## src/rtl/umbral_alarma.sv

```systemverilog
// rtl/umbral_alarma.sv - hysteresis debouncer for the A>=B comparator result, with rise-event counter
// Optional macro UMBRAL_LATCH_EN: alarm latches once raised and is released only by clear.
module umbral_alarma #(
    parameter int ON_COUNT  = 3,
    parameter int OFF_COUNT = 2,
    parameter int CNT_W     = 8
) (
    input  logic             clk,
    input  logic             rst,
    input  logic             valid,
    input  logic             ge,
    input  logic             clear,
    output logic             alarm,
    output logic             rise,
    output logic [CNT_W-1:0] events,
    output logic [3:0]       run_len
);

    typedef enum logic [1:0] {
        S_OFF,
        S_ARM,
        S_ON,
        S_REL
    } state_t;

    localparam logic [3:0] ON_C  = 4'(ON_COUNT);
    localparam logic [3:0] OFF_C = 4'(OFF_COUNT);

`ifdef UMBRAL_LATCH_EN
    localparam bit LATCH_MODE = 1'b1;
`else
    localparam bit LATCH_MODE = 1'b0;
`endif

    state_t           state_q, state_d;
    logic [3:0]       run_d;
    logic [3:0]       run_inc;
    logic             alarm_d;
    logic             rise_d;
    logic [CNT_W-1:0] events_d;
    logic             latched;

    assign run_inc = run_len + 4'd1;
    assign latched = LATCH_MODE && (state_q == S_ON || state_q == S_REL);

    always_ff @(posedge clk or posedge rst) begin
        if (rst) begin
            state_q <= S_OFF;
            run_len <= 4'd0;
            alarm   <= 1'b0;
            rise    <= 1'b0;
            events  <= '0;
        end else begin
            state_q <= state_d;
            run_len <= run_d;
            alarm   <= alarm_d;
            rise    <= rise_d;
            events  <= events_d;
        end
    end

    always_comb begin
        state_d  = state_q;
        run_d    = run_len;
        rise_d   = 1'b0;
        events_d = events;

        // A latched alarm is released only by clear, which overrides the sample
        if (clear && latched) begin
            state_d = S_OFF;
            run_d   = 4'd0;
        end else if (valid) begin
            case (state_q)
                S_OFF: begin
                    if (ge) begin
                        if (ON_C == 4'd1) begin
                            state_d = S_ON;
                            run_d   = 4'd0;
                            rise_d  = 1'b1;
                        end else begin
                            state_d = S_ARM;
                            run_d   = 4'd1;
                        end
                    end
                end
                S_ARM: begin
                    if (!ge) begin
                        state_d = S_OFF;
                        run_d   = 4'd0;
                    end else if (run_inc == ON_C) begin
                        state_d = S_ON;
                        run_d   = 4'd0;
                        rise_d  = 1'b1;
                    end else begin
                        run_d = run_inc;
                    end
                end
                S_ON: begin
                    if (!ge && !LATCH_MODE) begin
                        if (OFF_C == 4'd1) begin
                            state_d = S_OFF;
                            run_d   = 4'd0;
                        end else begin
                            state_d = S_REL;
                            run_d   = 4'd1;
                        end
                    end
                end
                S_REL: begin
                    if (ge) begin
                        state_d = S_ON;
                        run_d   = 4'd0;
                    end else if (run_inc == OFF_C) begin
                        state_d = S_OFF;
                        run_d   = 4'd0;
                    end else begin
                        run_d = run_inc;
                    end
                end
                default: begin
                    state_d = S_OFF;
                    run_d   = 4'd0;
                end
            endcase
        end

        alarm_d = (state_d == S_ON) || (state_d == S_REL);

        // clear beats a coincident rise: that rise is not counted
        if (clear) begin
            events_d = '0;
        end else if (rise_d && (events != {CNT_W{1'b1}})) begin
            events_d = events + CNT_W'(1);
        end
    end

endmodule

```

## config.mk

```make
export PLATFORM = sky130hd
export DESIGN_NAME = umbral_alarma
export DESIGN_NICKNAME = d
export VERILOG_FILES = /design/src/rtl/umbral_alarma.sv
export SDC_FILE = /design/constraint.sdc
export NUM_CORES = 1
export LEC_CHECK = 0
export BUFFER_PORTS_ARGS = -buffer_cell sky130_fd_sc_hd__buf_4
export CAP_MARGIN = 20
export CORE_ASPECT_RATIO = 0.9
export CORE_MARGIN = 2
export CORE_UTILIZATION = 50
export DETAILED_ROUTE_END_ITERATION = 10
export PLACE_DENSITY = 0.76
export SYNTH_ARGS = -nofsm -noshare
export SYNTH_HDL_FRONTEND = slang
export SYNTH_SLANG_ARGS = --single-unit
```

## constraint.sdc

```tcl
create_clock -name clk -period 2.49 [get_ports clk]
set_input_delay 0.1245 -clock clk [delete_from_list [all_inputs] [get_ports clk]]
set_output_delay 0.1245 -clock clk [all_outputs]
set_load 0.02 [all_outputs]
```

==> results.rst, run 1 <==
.. list-table::
   :header-rows: 1

   * - Metric
     - Value
   * - Slew at the pin closest to its max-slew limit
     - 0.663 ns
   * - Clock group share of total power
     - 17.3%
   * - Warnings, synthesis
     - 0
   * - Internal power of the cells
     - 464 uW
   * - Startpoint of the most critical setup path
     - run_len[0]
   * - Required time of the worst setup path
     - 2.65 ns
   * - Clk Latency, worst-skew pair
     - 0.28 ns
   * - Top achievable clock speed
     - 451 MHz
   * - Clock period minus final worst setup slack
     - 2.22 ns
   * - Vertical die dimension
     - 46.9 um
   * - Grt ovf
     - 0
   * - Port buffer count
     - 18
   * - Dpl hpwl
     - 1.47 mm
   * - Setup violation total in the final timing report
     - 0
   * - Arrival time reported for the critical path endpoint
     - 2.38 ns
   * - Hold violation total from the final report
     - 0
   * - Beginning of the worst register-to-register path
     - run_len[0]
   * - CTS tree
     - yes
   * - Sw frac
     - 39.5%
   * - Destination of the worst register-to-register timing path
     - events[7]
   * - First-pass GRT wire length
     - 3.18 mm
   * - Synthesized instance count
     - 110
   * - TNS Setup
     - 0 ns
   * - Nets@finish
     - 138
   * - Setup repair after global routing missed its margin
     - false
   * - Type of element capturing the critical path
     - flip-flop
   * - Top-level I/O count
     - 19
   * - Die boundary width
     - 51.7 um
   * - Layout filler cell count
     - 163
   * - Area of combinational cells with multiple inputs
     - 572 sq um
   * - Buffer depth of the longest clock path
     - 2
   * - Count leader, synth
     - sky130_fd_sc_hd__dfrtp_1
   * - Post-synthesis async set-or-reset flop share
     - 100%
   * - Area of the core
     - 1930 sq um
   * - Clock skew after layout
     - 0.00534 ns
   * - Starting DRT DRC Count
     - 19
   * - Library cells used by synthesis
     - 38
   * - Antenna cell count
     - 0
   * - Avg Inst Size Synth
     - 9.32 sq um
   * - Average vias per placed instance
     - 5.88
   * - Clock slew at the register clock pins of the worst setup and hold paths
     - 0.09 ns
   * - Antenna-violating nets left
     - 0
   * - Combinational group share of total power
     - 36.8%
   * - WL final
     - 2.03 mm
   * - Post-route total power
     - 768 uW
   * - Worst hold-check slack
     - 0.0838 ns
   * - Worst min path class
     - in -> reg
   * - First-pass DRT Iterations
     - 4
   * - Leading post-synthesis cells by instance count
     - sky130_fd_sc_hd__dfrtp_1, sky130_fd_sc_hd__nand2_1, sky130_fd_sc_hd__nor2_1, sky130_fd_sc_hd__nand3_1
   * - Maximum number of pins on one net before global-route repair
     - 17
   * - Cell taking the most area after synthesis
     - sky130_fd_sc_hd__dfrtp_1
   * - Switching Power
     - 303 uW
   * - Final routed wire length divided by cell count
     - 13.3 um
   * - Via count of the first global-routing pass
     - 714
   * - Largest driver fanout on the critical path
     - 16
   * - Top cells by area in the synthesized netlist
     - sky130_fd_sc_hd__dfrtp_1, sky130_fd_sc_hd__ha_1, sky130_fd_sc_hd__nand2_1
   * - Total area of sequential cells
     - 400 sq um
   * - Outcome
     - finished clean
   * - Final period util
     - 89.0%
   * - Leakage
     - 0.000523 uW
   * - Sequential share of the synthesized area
     - 39.1%
   * - Number of flops mapped to enable cells by yosys
     - 0
   * - Nature of the critical path startpoint
     - flip-flop
   * - CTS buffer count
     - 3
   * - DRC errors left
     - 0
   * - Total number of clock tree sinks
     - 16
   * - Register-to-register path setup slack
     - 0.27 ns
   * - Clock H-tree levels
     - 1
   * - Via count
     - 893
   * - Cells along the critical path
     - ha_1 -> and3_1 -> a31oi_2 -> nor4_1 -> mux2_1
   * - Fraction of layout instances using a drive strength above 1
     - 22.0%
   * - Largest incremental delay on the critical path
     - 0.57 ns
   * - Number of nets produced by synthesis
     - 119
   * - Hold path depth
     - 2
   * - Cell with the largest stage delay on the worst path
     - sky130_fd_sc_hd__a31oi_2
   * - Part of the power in registers
     - 45.9%
   * - Most used flip-flop cell after synthesis
     - sky130_fd_sc_hd__dfrtp_1
   * - Max-slew violations
     - 0
   * - Initial antenna violation count
     - 0
   * - Synth-to-layout area growth
     - 16.1%
   * - Category of the critical setup timing path
     - reg -> reg
   * - Worst voltage drop across the vdd grid
     - 0.441 mV
   * - Register bit count reported by yosys
     - 16
   * - Depth of the most critical reg-to-reg path
     - 5
   * - Die Footprint
     - 2430 sq um
   * - Final weighted congestion in routability-driven placement
     - 0.844
   * - Netlist area before placement
     - 1020 sq um
   * - Number of cell rows
     - 15
   * - Relative slew slack
     - 55.6%
   * - Clk Tree Root Cell
     - sky130_fd_sc_hd__clkbuf_4
   * - Power per cell area
     - 645 nW/um^2
   * - Total GRT Usage
     - 17.8%
   * - Count of max-cap constraint violations
     - 0
   * - Initial cell density of the core
     - 53.0%
   * - Area share of the largest cell type after synthesis
     - 39.1%
   * - Hold wc startpoint
     - clear
   * - Hold Path Sink
     - events[3]
==> critical path: cells and delay by family, from the launching register on <==
| family | cells | cell delay, ns |
|---|---|---|
| AO/OA/AOI/OAI | 1 | 0.57 |
| adder cells (fa/ha/maj) | 1 | 0.31 |
| flip-flops | 1 | 0.49 |
| multiplexers | 1 | 0.35 |
| AND/OR/NAND/NOR | 2 | 0.37 |
==> through the flow <==
| stage | utilization [%] | cells | worst slack (ns) | cell area [sq um] |
|---|---|---|---|---|
| 4_1_cts | 61.6 | 152 | 0.268 | 1190 |
| 3_3_place_gp | 59.9 | 148 | 0.379 | 1160 |
| 2_1_floorplan | - | 110 | 0.554 | 1020 |
| 6_report | 61.6 | 152 | 0.273 | 1190 |
| 5_1_grt | 61.6 | 152 | 0.123 | 1190 |
| 3_5_place_dp | 59.9 | 148 | 0.295 | 1160 |
==> cell families (layout without fill, tap and decap cells) <==
family                     Yosys count  after routing  share of synthesized area, %
AOI/OAI and AO/OA                   26             26                          18.3
xor gates and xnor gates             1              1                         0.855
adders and majority gates            4              4                          4.88
buffers and inverters               10             27                          5.13
DFF                                 16             16                          39.1
muxes                                5              5                          5.37
and+or+nand+nor                     48             48                          26.4
==> state kept, by name, summed over array words and instances, names as in the netlist <==
signal	count
alarm	1
state_q	2
events	8
rise	1
run_len	4
==> repair_timing <==
action / CTS / global route
endpoints found under the hold margin: 16 / 0
hold buffers: 1 / 0
setup buffers: 0 / 0
gates resized for setup: 0 / 0
==> power groups by stage <==
| stage | sequential (uW) | combinational, uW | clock, uW |
|---|---|---|---|
| 6_report | 352 | 282 | 133 |
| 3_3_place_gp | 351 | 272 | 0 |
| 4_1_cts | 351 | 282 | 136 |
| 5_1_grt | 359 | 309 | 149 |
| 3_5_place_dp | 356 | 280 | 0 |
| 2_1_floorplan | 373 | 180 | 0 |
==> final cells by class <==
type                       instances  area share, %
timing repair buffer              19           12.2
inverter                           5           1.58
multi-input combinational         84           48.1
sequential                        16           33.6
clock buffer                       3           1.89
tap                               25           2.63
==> layout by cell type (no fill, tap or decap), drive strengths merged <==
master / count
nand2: 10
nand3: 6
nand2b: 3
mux2: 4
and3: 2
buf: 18
clkbuf: 3
o21ai: 6
nor3b: 1
o221ai: 1
o21bai: 1
o31ai: 4
inv: 5
a21bo: 1
a22oi: 1
o21a: 3
nor4b: 2
ha: 4
xor2: 1
nand4: 2
mux2i: 1
nor2: 8
dfrtp: 16
a31oi: 3
o2111ai: 1
or4: 3
a21oi: 4
and4b: 1
nand3b: 1
a32oi: 1
nor2b: 5
dlygate4sd3: 1
nor4: 4
==> metal layers <==
metal | vias up | wire [um] | GRT usage [%]
met5 | - | 0 | 0
met2 | 27 | 876 | 25.4
met3 | 2 | 90 | 4.78
met4 | 0 | 13 | 4.74
li1 | 443 | - | -
met1 | 421 | 1050 | 26.8
==> worst max-delay path by stage <==
stage | endpoint | depth (start not counted)
after detailed placement | events[7] | 5
after floorplan | events[5] | 5
after global placement | events[5] | 5
after global routing | events[5] | 5
final | events[7] | 5
after CTS | events[7] | 5
Note: power is estimated with default switching activity, not from simulation.
==> run 2: changes to the inputs <==
- CORE_ASPECT_RATIO: 0.9 -> 0.75
- CTS_CLUSTER_DIAMETER: not set -> 200
==> results.rst, run 2 (same netlist as run 1, synthesis figures left out) <==
.. list-table::
   :header-rows: 1

   * - Metric
     - Value
   * - Nets@finish
     - 138 (unchanged)
   * - Cell with the largest stage delay on the worst path
     - sky130_fd_sc_hd__a31oi_2
   * - Initial antenna violation count
     - 0 (unchanged)
   * - DRC errors left
     - 0 (unchanged)
   * - Final period util
     - 90.0% (+0.92 points)
   * - Maximum number of pins on one net before global-route repair
     - 17 (unchanged)
   * - Required time of the worst setup path
     - 2.66 ns (about the same)
   * - Top Registers
     - events: 8 flops, run_len: 4 flops, state_q: 2 flops
   * - Final core utilization
     - 60.6% (-0.97 points)
   * - Starting DRT DRC Count
     - 34 (+15)
   * - Slew at the pin closest to its max-slew limit
     - 0.683 ns (+0.0197 ns)
   * - Sw frac
     - 39.7% (+0.24 points)
   * - First-pass GRT wire length
     - 3.34 mm (+5.0%)
   * - Clock H-tree levels
     - 1 (unchanged)
   * - Internal power of the cells
     - 465 uW (+0.14%)
   * - Buffer depth of the longest clock path
     - 2 (unchanged)
   * - Setup repair after global routing missed its margin
     - false
   * - Average vias per placed instance
     - 5.73 (-2.5%)
   * - Commonest cells after routing, fill and taps aside
     - sky130_fd_sc_hd__buf_4, sky130_fd_sc_hd__dfrtp_1, sky130_fd_sc_hd__nand2_1
   * - Final routed wire length divided by cell count
     - 13.3 um (-0.38%)
   * - Met3 demand-to-capacity share in global routing
     - 6.40% (+1.6 points)
   * - Cells along the critical path
     - ha_1 -> and3_1 -> a31oi_2 -> nor4_1 -> mux2_1
   * - Largest driver fanout on the critical path
     - 16 (unchanged)
   * - Via count of the first global-routing pass
     - 704 (-1.4%)
   * - WL final
     - 2.01 mm (-1.0%)
   * - Total GRT Usage
     - 17.8% (-0.024 points)
   * - Worst min path class
     - in -> reg
   * - Max-slew violations
     - 0 (unchanged)
   * - GR Layer Usage met2
     - 24.9% (-0.44 points)
   * - Power per cell area
     - 649 nW/um^2 (+0.64%)
   * - Die boundary width
     - 56.3 um (+8.8%)
   * - Clk Tree Root Cell
     - sky130_fd_sc_hd__clkbuf_4
   * - Fraction of layout instances using a drive strength above 1
     - 22.0% (unchanged)
   * - TNS Setup
     - 0 ns (unchanged)
   * - Outcome
     - finished clean
   * - Met1 Track Usage GR
     - 27.0% (+0.24 points)
   * - Relative slew slack
     - 54.3% (-1.3 points)
   * - Clock skew after layout
     - 0.00229 ns (-0.00305 ns)
   * - CTS tree
     - yes
   * - Setup violation total in the final timing report
     - 0 (unchanged)
   * - Most common library cell in the layout ignoring fill and taps
     - sky130_fd_sc_hd__buf_4
   * - Vertical die dimension
     - 43.2 um (-8.0%)
   * - Antenna cell count
     - 0 (unchanged)
   * - Total number of clock tree sinks
     - 16 (unchanged)
   * - Clock period minus final worst setup slack
     - 2.24 ns (+0.0228 ns)
   * - Area of the core
     - 1960 sq um (+1.5%)
   * - Arrival time reported for the critical path endpoint
     - 2.41 ns (+0.03 ns)
   * - Hold violation total from the final report
     - 0 (unchanged)
   * - Grt ovf
     - 0 (unchanged)
   * - Clock slew at the register clock pins of the worst setup and hold paths
     - 0.09 ns (about the same)
   * - Most utilized layer in the global route result
     - met1
   * - Initial cell density of the core
     - 52.2% (-0.78 points)
   * - Count of max-cap constraint violations
     - 0 (unchanged)
   * - Largest register FFs
     - 8 (unchanged)
   * - Largest incremental delay on the critical path
     - 0.59 ns (+0.02 ns)
   * - Layout filler cell count
     - 175 (+7.4%)
   * - Top achievable clock speed
     - 446 MHz (-1.0%)
   * - Via count
     - 865 (-3.1%)
   * - Biggest register
     - events
   * - Worst hold-check slack
     - 0.0837 ns (-0.0000766 ns)
   * - Dpl hpwl
     - 1.45 mm (-1.8%)
   * - Number of cell rows
     - 14 (-1)
   * - Post-CTS setup buffer count
     - 0 (unchanged)
   * - First-pass DRT Iterations
     - 4 (unchanged)
   * - Cell total after placement
     - 147 (-0.68%)
   * - Worst voltage drop across the vdd grid
     - 0.506 mV (+15%)
   * - Antenna-violating nets left
     - 0 (unchanged)
   * - Hold bufs inserted after CTS
     - 1 (unchanged)
   * - Switching Power
     - 307 uW (+1.1%)
   * - Die Footprint
     - 2430 sq um (+0.14%)
   * - Port buffer count
     - 18 (unchanged)
   * - Combinational group share of total power
     - 36.6% (-0.2 points)
   * - Nature of the critical path startpoint
     - flip-flop
   * - Synth-to-layout area growth
     - 16.0%
   * - CTS buffer count
     - 3 (unchanged)
   * - Leakage
     - 0.000523 uW (unchanged)
   * - Clk Latency, worst-skew pair
     - 0.28 ns (about the same)
   * - Number of resized instances in the post-cts repair step
     - 0 (unchanged)
   * - Type of element capturing the critical path
     - flip-flop
   * - Top-level I/O count
     - 19 (unchanged)
   * - Category of the critical setup timing path
     - reg -> reg
   * - Clock group share of total power
     - 17.7% (+0.4 points)
   * - Part of the power in registers
     - 45.8% (about the same)
   * - Final weighted congestion in routability-driven placement
     - 0.788 (-6.7%)
   * - Number of standard cells in the layout, taps in and fillers out
     - 151 (-0.66%)
[run 2: area by class of cell]
cell class | instances | area (sq um) | share of cell area (%)
multi-input combinational | 84 | 572 | 48.1
sequential | 16 | 400 | 33.7
timing repair buffer | 19 | 145 | 12.2
tap | 24 | 30.0 | 2.53
clock buffer | 3 | 22.5 | 1.89
inverter | 5 | 18.8 | 1.58
[run 2: power by group through the flow]
stage	clock network [uW]	registers, uW	logic (uW)
final	136	353	282
after global routing	151	363	314
after CTS	144	353	284
after detailed placement	0	357	282
after global placement	0	352	272
after floorplan	0	373	180
[run 2: path summary, 6_finish.rpt]
kind | startpoint | endpoint | slack, ns | depth (start not counted)
min in group asynchronous | rst | events[0] | 0.46 | 3
max in group asynchronous | rst | rise | 1.64 | 3
min reg2reg | events[1] | events[1] | 0.60 | 2
max reg2reg | run_len[0] | events[5] | 0.25 | 5
min | clear | events[2] | 0.08 | 2
max | run_len[0] | events[5] | 0.25 | 5
[run 2: layer usage]
| layer | vias to the layer above | routed length (um) | part of all wire [%] |
|---|---|---|---|
| met5 | - | 0 | 0 |
| met2 | 13 | 892 | 44 |
| met4 | 0 | 0 | 0 |
| li1 | 442 | - | - |
| met1 | 410 | 1040 | 52 |
| met3 | 0 | 77 | 3.8 |
[run 2: critical path, delay by kind of cell (launching register included)]
family	cells	cell delay [ns]
mux	1	0.34
fa+ha+maj	1	0.31
compound gates	1	0.59
flops	1	0.50
simple gates	2	0.39
[run 2: per-stage QoR]
step / setup WS [ns] / total power [uW] / area, sq um
after floorplan: 0.554 / 553 / 1020
after global placement: 0.385 / 624 / 1160
after detailed placement: 0.282 / 639 / 1160
after CTS: 0.251 / 780 / 1190
after global routing: 0.0595 / 829 / 1190
final: 0.250 / 772 / 1190
==> run 3: changes to the inputs <==
- CORE_UTILIZATION: 50 -> 35
- PLACE_DENSITY: 0.76 -> 0.58
==> results.rst, run 3 (same netlist as run 1, synthesis figures left out) <==
.. list-table::
   :header-rows: 1

   * - Metric
     - Value
   * - Count of max-cap constraint violations
     - 0 (unchanged)
   * - Die Footprint
     - 3380 sq um (+39%)
   * - End point of the critical path
     - events[5]
   * - Destination of the worst register-to-register timing path
     - events[5]
   * - Arrival time reported for the critical path endpoint
     - 2.35 ns (-0.06 ns)
   * - Top achievable clock speed
     - 449 MHz (+0.67%)
   * - Total number of clock tree sinks
     - 16 (unchanged)
   * - Startpoint of the most critical setup path
     - run_len[0]
   * - Die boundary width
     - 66.5 um (+18%)
   * - Sw frac
     - 37.7% (-2.0 points)
   * - Depth of the most critical reg-to-reg path
     - 5 (unchanged)
   * - Largest register FFs
     - 8 (unchanged)
   * - First-pass GRT wire length
     - 3.63 mm (+8.7%)
   * - Number of cell rows
     - 16 (+2)
   * - Worst hold-check slack
     - 0.136 ns (+0.0519 ns)
   * - Clk Tree Root Cell
     - sky130_fd_sc_hd__clkbuf_8
   * - Biggest register
     - events
   * - Summed area of non-filler cells in the final layout
     - 1220 sq um (+2.8%)
   * - Power per cell area
     - 679 nW/um^2 (+4.6%)
   * - Vertical die dimension
     - 50.9 um (+18%)
   * - Clock H-tree levels
     - 1 (unchanged)
   * - Largest driver fanout on the critical path
     - 16 (unchanged)
   * - Buffer depth of the longest clock path
     - 2 (unchanged)
   * - Dpl hpwl
     - 1.58 mm (+9.2%)
   * - Clock period minus final worst setup slack
     - 2.22 ns (-0.0149 ns)
   * - Port buffer count
     - 18 (unchanged)
   * - Type of element capturing the critical path
     - flip-flop
   * - Internal power of the cells
     - 517 uW (+11%)
   * - Most common library cell in the layout ignoring fill and taps
     - sky130_fd_sc_hd__buf_4
   * - Clk Latency, worst-skew pair
     - 0.24 ns (-0.04 ns)
   * - Category of the critical setup timing path
     - reg -> reg
   * - CTS buffer count
     - 3 (unchanged)
   * - Nets@finish
     - 138 (unchanged)
   * - Top-level I/O count
     - 19 (unchanged)
   * - Initial antenna violation count
     - 0 (unchanged)
   * - WL final
     - 2.18 mm (+8.7%)
   * - Required time of the worst setup path
     - 2.62 ns (-0.04 ns)
   * - Starting DRT DRC Count
     - 43 (+26%)
   * - DRC errors left
     - 0 (unchanged)
   * - Area of the core
     - 2700 sq um (+38%)
   * - Nature of the critical path startpoint
     - flip-flop
   * - Initial cell density of the core
     - 37.9% (-14 points)
   * - Number of resized instances in the post-cts repair step
     - 0 (unchanged)
   * - Via count of the first global-routing pass
     - 798 (+13%)
   * - Leakage
     - 0.000531 uW (+1.5%)
   * - Fraction of layout instances using a drive strength above 1
     - 22.0% (unchanged)
   * - TNS Setup
     - 0 ns (unchanged)
   * - Worst voltage drop across the vdd grid
     - 0.365 mV (-28%)
   * - Clock skew after layout
     - 0.00288 ns (+0.000592 ns)
   * - Antenna cell count
     - 0 (unchanged)
   * - Average vias per placed instance
     - 5.45 (-4.8%)
   * - Setup violation total in the final timing report
     - 0 (unchanged)
   * - Commonest cells after routing, fill and taps aside
     - sky130_fd_sc_hd__buf_4, sky130_fd_sc_hd__dfrtp_1, sky130_fd_sc_hd__nand2_1
   * - Setup repair after global routing missed its margin
     - false
   * - Cell total after placement
     - 159 (+8.2%)
   * - Clock group share of total power
     - 22.8% (+5.1 points)
   * - Worst min path class
     - in -> reg
   * - First-pass DRT Iterations
     - 4 (unchanged)
   * - Outcome
     - finished clean
   * - Max-slew violations
     - 0 (unchanged)
   * - Synth-to-layout area growth
     - 19.3%
   * - Total GRT Usage
     - 14.0% (-3.7 points)
   * - Final period util
     - 89.4% (-0.60 points)
   * - Register-to-register path setup slack
     - 0.27 ns (about the same)
   * - Placed standard-cell area
     - 1170 sq um (+1.3%)
   * - Beginning of the worst register-to-register path
     - run_len[0]
   * - Post-CTS setup buffer count
     - 0 (unchanged)
   * - Layout filler cell count
     - 282 (+61%)
   * - Part of the power in registers
     - 42.8% (-3.0 points)
   * - Top Registers
     - events: 8 flops, run_len: 4 flops, state_q: 2 flops
   * - Switching Power
     - 313 uW (+2.1%)
   * - Slew at the pin closest to its max-slew limit
     - 0.678 ns (-0.00485 ns)
   * - Via count
     - 889 (+2.8%)
   * - Clock slew at the register clock pins of the worst setup and hold paths
     - 0.06 ns (-0.03 ns)
   * - Antenna-violating nets left
     - 0 (unchanged)
   * - Final routed wire length divided by cell count
     - 13.4 um (+0.68%)
   * - Maximum number of pins on one net before global-route repair
     - 17 (unchanged)
   * - Hold bufs inserted after CTS
     - 1 (unchanged)
   * - Number of standard cells in the layout, taps in and fillers out
     - 163 (+7.9%)
   * - CTS tree
     - yes
   * - Final weighted congestion in routability-driven placement
     - 0.768 (-2.4%)
   * - Combinational group share of total power
     - 34.4% (-2.2 points)
   * - Relative slew slack
     - 54.7% (+0.32 points)
   * - Grt ovf
     - 0 (unchanged)
   * - Hold violation total from the final report
     - 0 (unchanged)
run 3: cell counts in the layout (fill, tap and decap cells not counted):
No cell type changed its count.
run 3: final cells by class:
cell class	instances	area (sq um)	area share, %
Timing Repair Buffer	19	145	11.9
Tap cell	36	45.0	3.68
Sequential cell	16	400	32.8
Inverter	5	18.8	1.54
Clock buffer	3	41.3	3.38
Multi-Input combinational cell	84	572	46.8
run 3: through the flow:
stage	setup slack [ns]	total power, uW	utilization, %
after floorplan	0.554	553	-
after global placement	0.355	632	43.3
after detailed placement	0.276	645	43.3
after CTS	0.245	840	45.2
after global routing	0.106	884	45.2
final	0.265	830	45.2
run 3: per-layer routing:
metal | vias up | wire (um) | track usage [%]
met4 | 0 | 11 | 3.06
li1 | 442 | - | -
met2 | 19 | 941 | 20.7
met1 | 426 | 1120 | 19.9
met3 | 2 | 110 | 4.63
met5 | - | 0 | 0
run 3: power by group through the flow:
stage                     Clock, uW  Combinational, uW  Sequential, uW
after floorplan                   0                180             373
final                           189                286             355
after global routing            204                317             363
after global placement            0                278             354
after CTS                       196                290             354
after detailed placement          0                287             358
run 3: worst min path at each step:
stage | to | from | slack, ns | cells after the start
after global routing | events[3] | clear | 0.15 | 2
after global placement | run_len[2] | rst | 0.26 | 2
final | events[3] | clear | 0.14 | 2
after detailed placement | run_len[3] | rst | 0.24 | 2
after CTS | events[3] | clear | 0.13 | 2
after floorplan | alarm | rst | 0.04 | 1
run 3: worst max-delay path: stages, from the launching register on:
cell,delay [ns]
sky130_fd_sc_hd__dfrtp_1,0.48
sky130_fd_sc_hd__ha_1,0.32
sky130_fd_sc_hd__and3_1,0.22
sky130_fd_sc_hd__a31oi_2,0.59
sky130_fd_sc_hd__nor4_1,0.16
sky130_fd_sc_hd__mux2_1,0.34
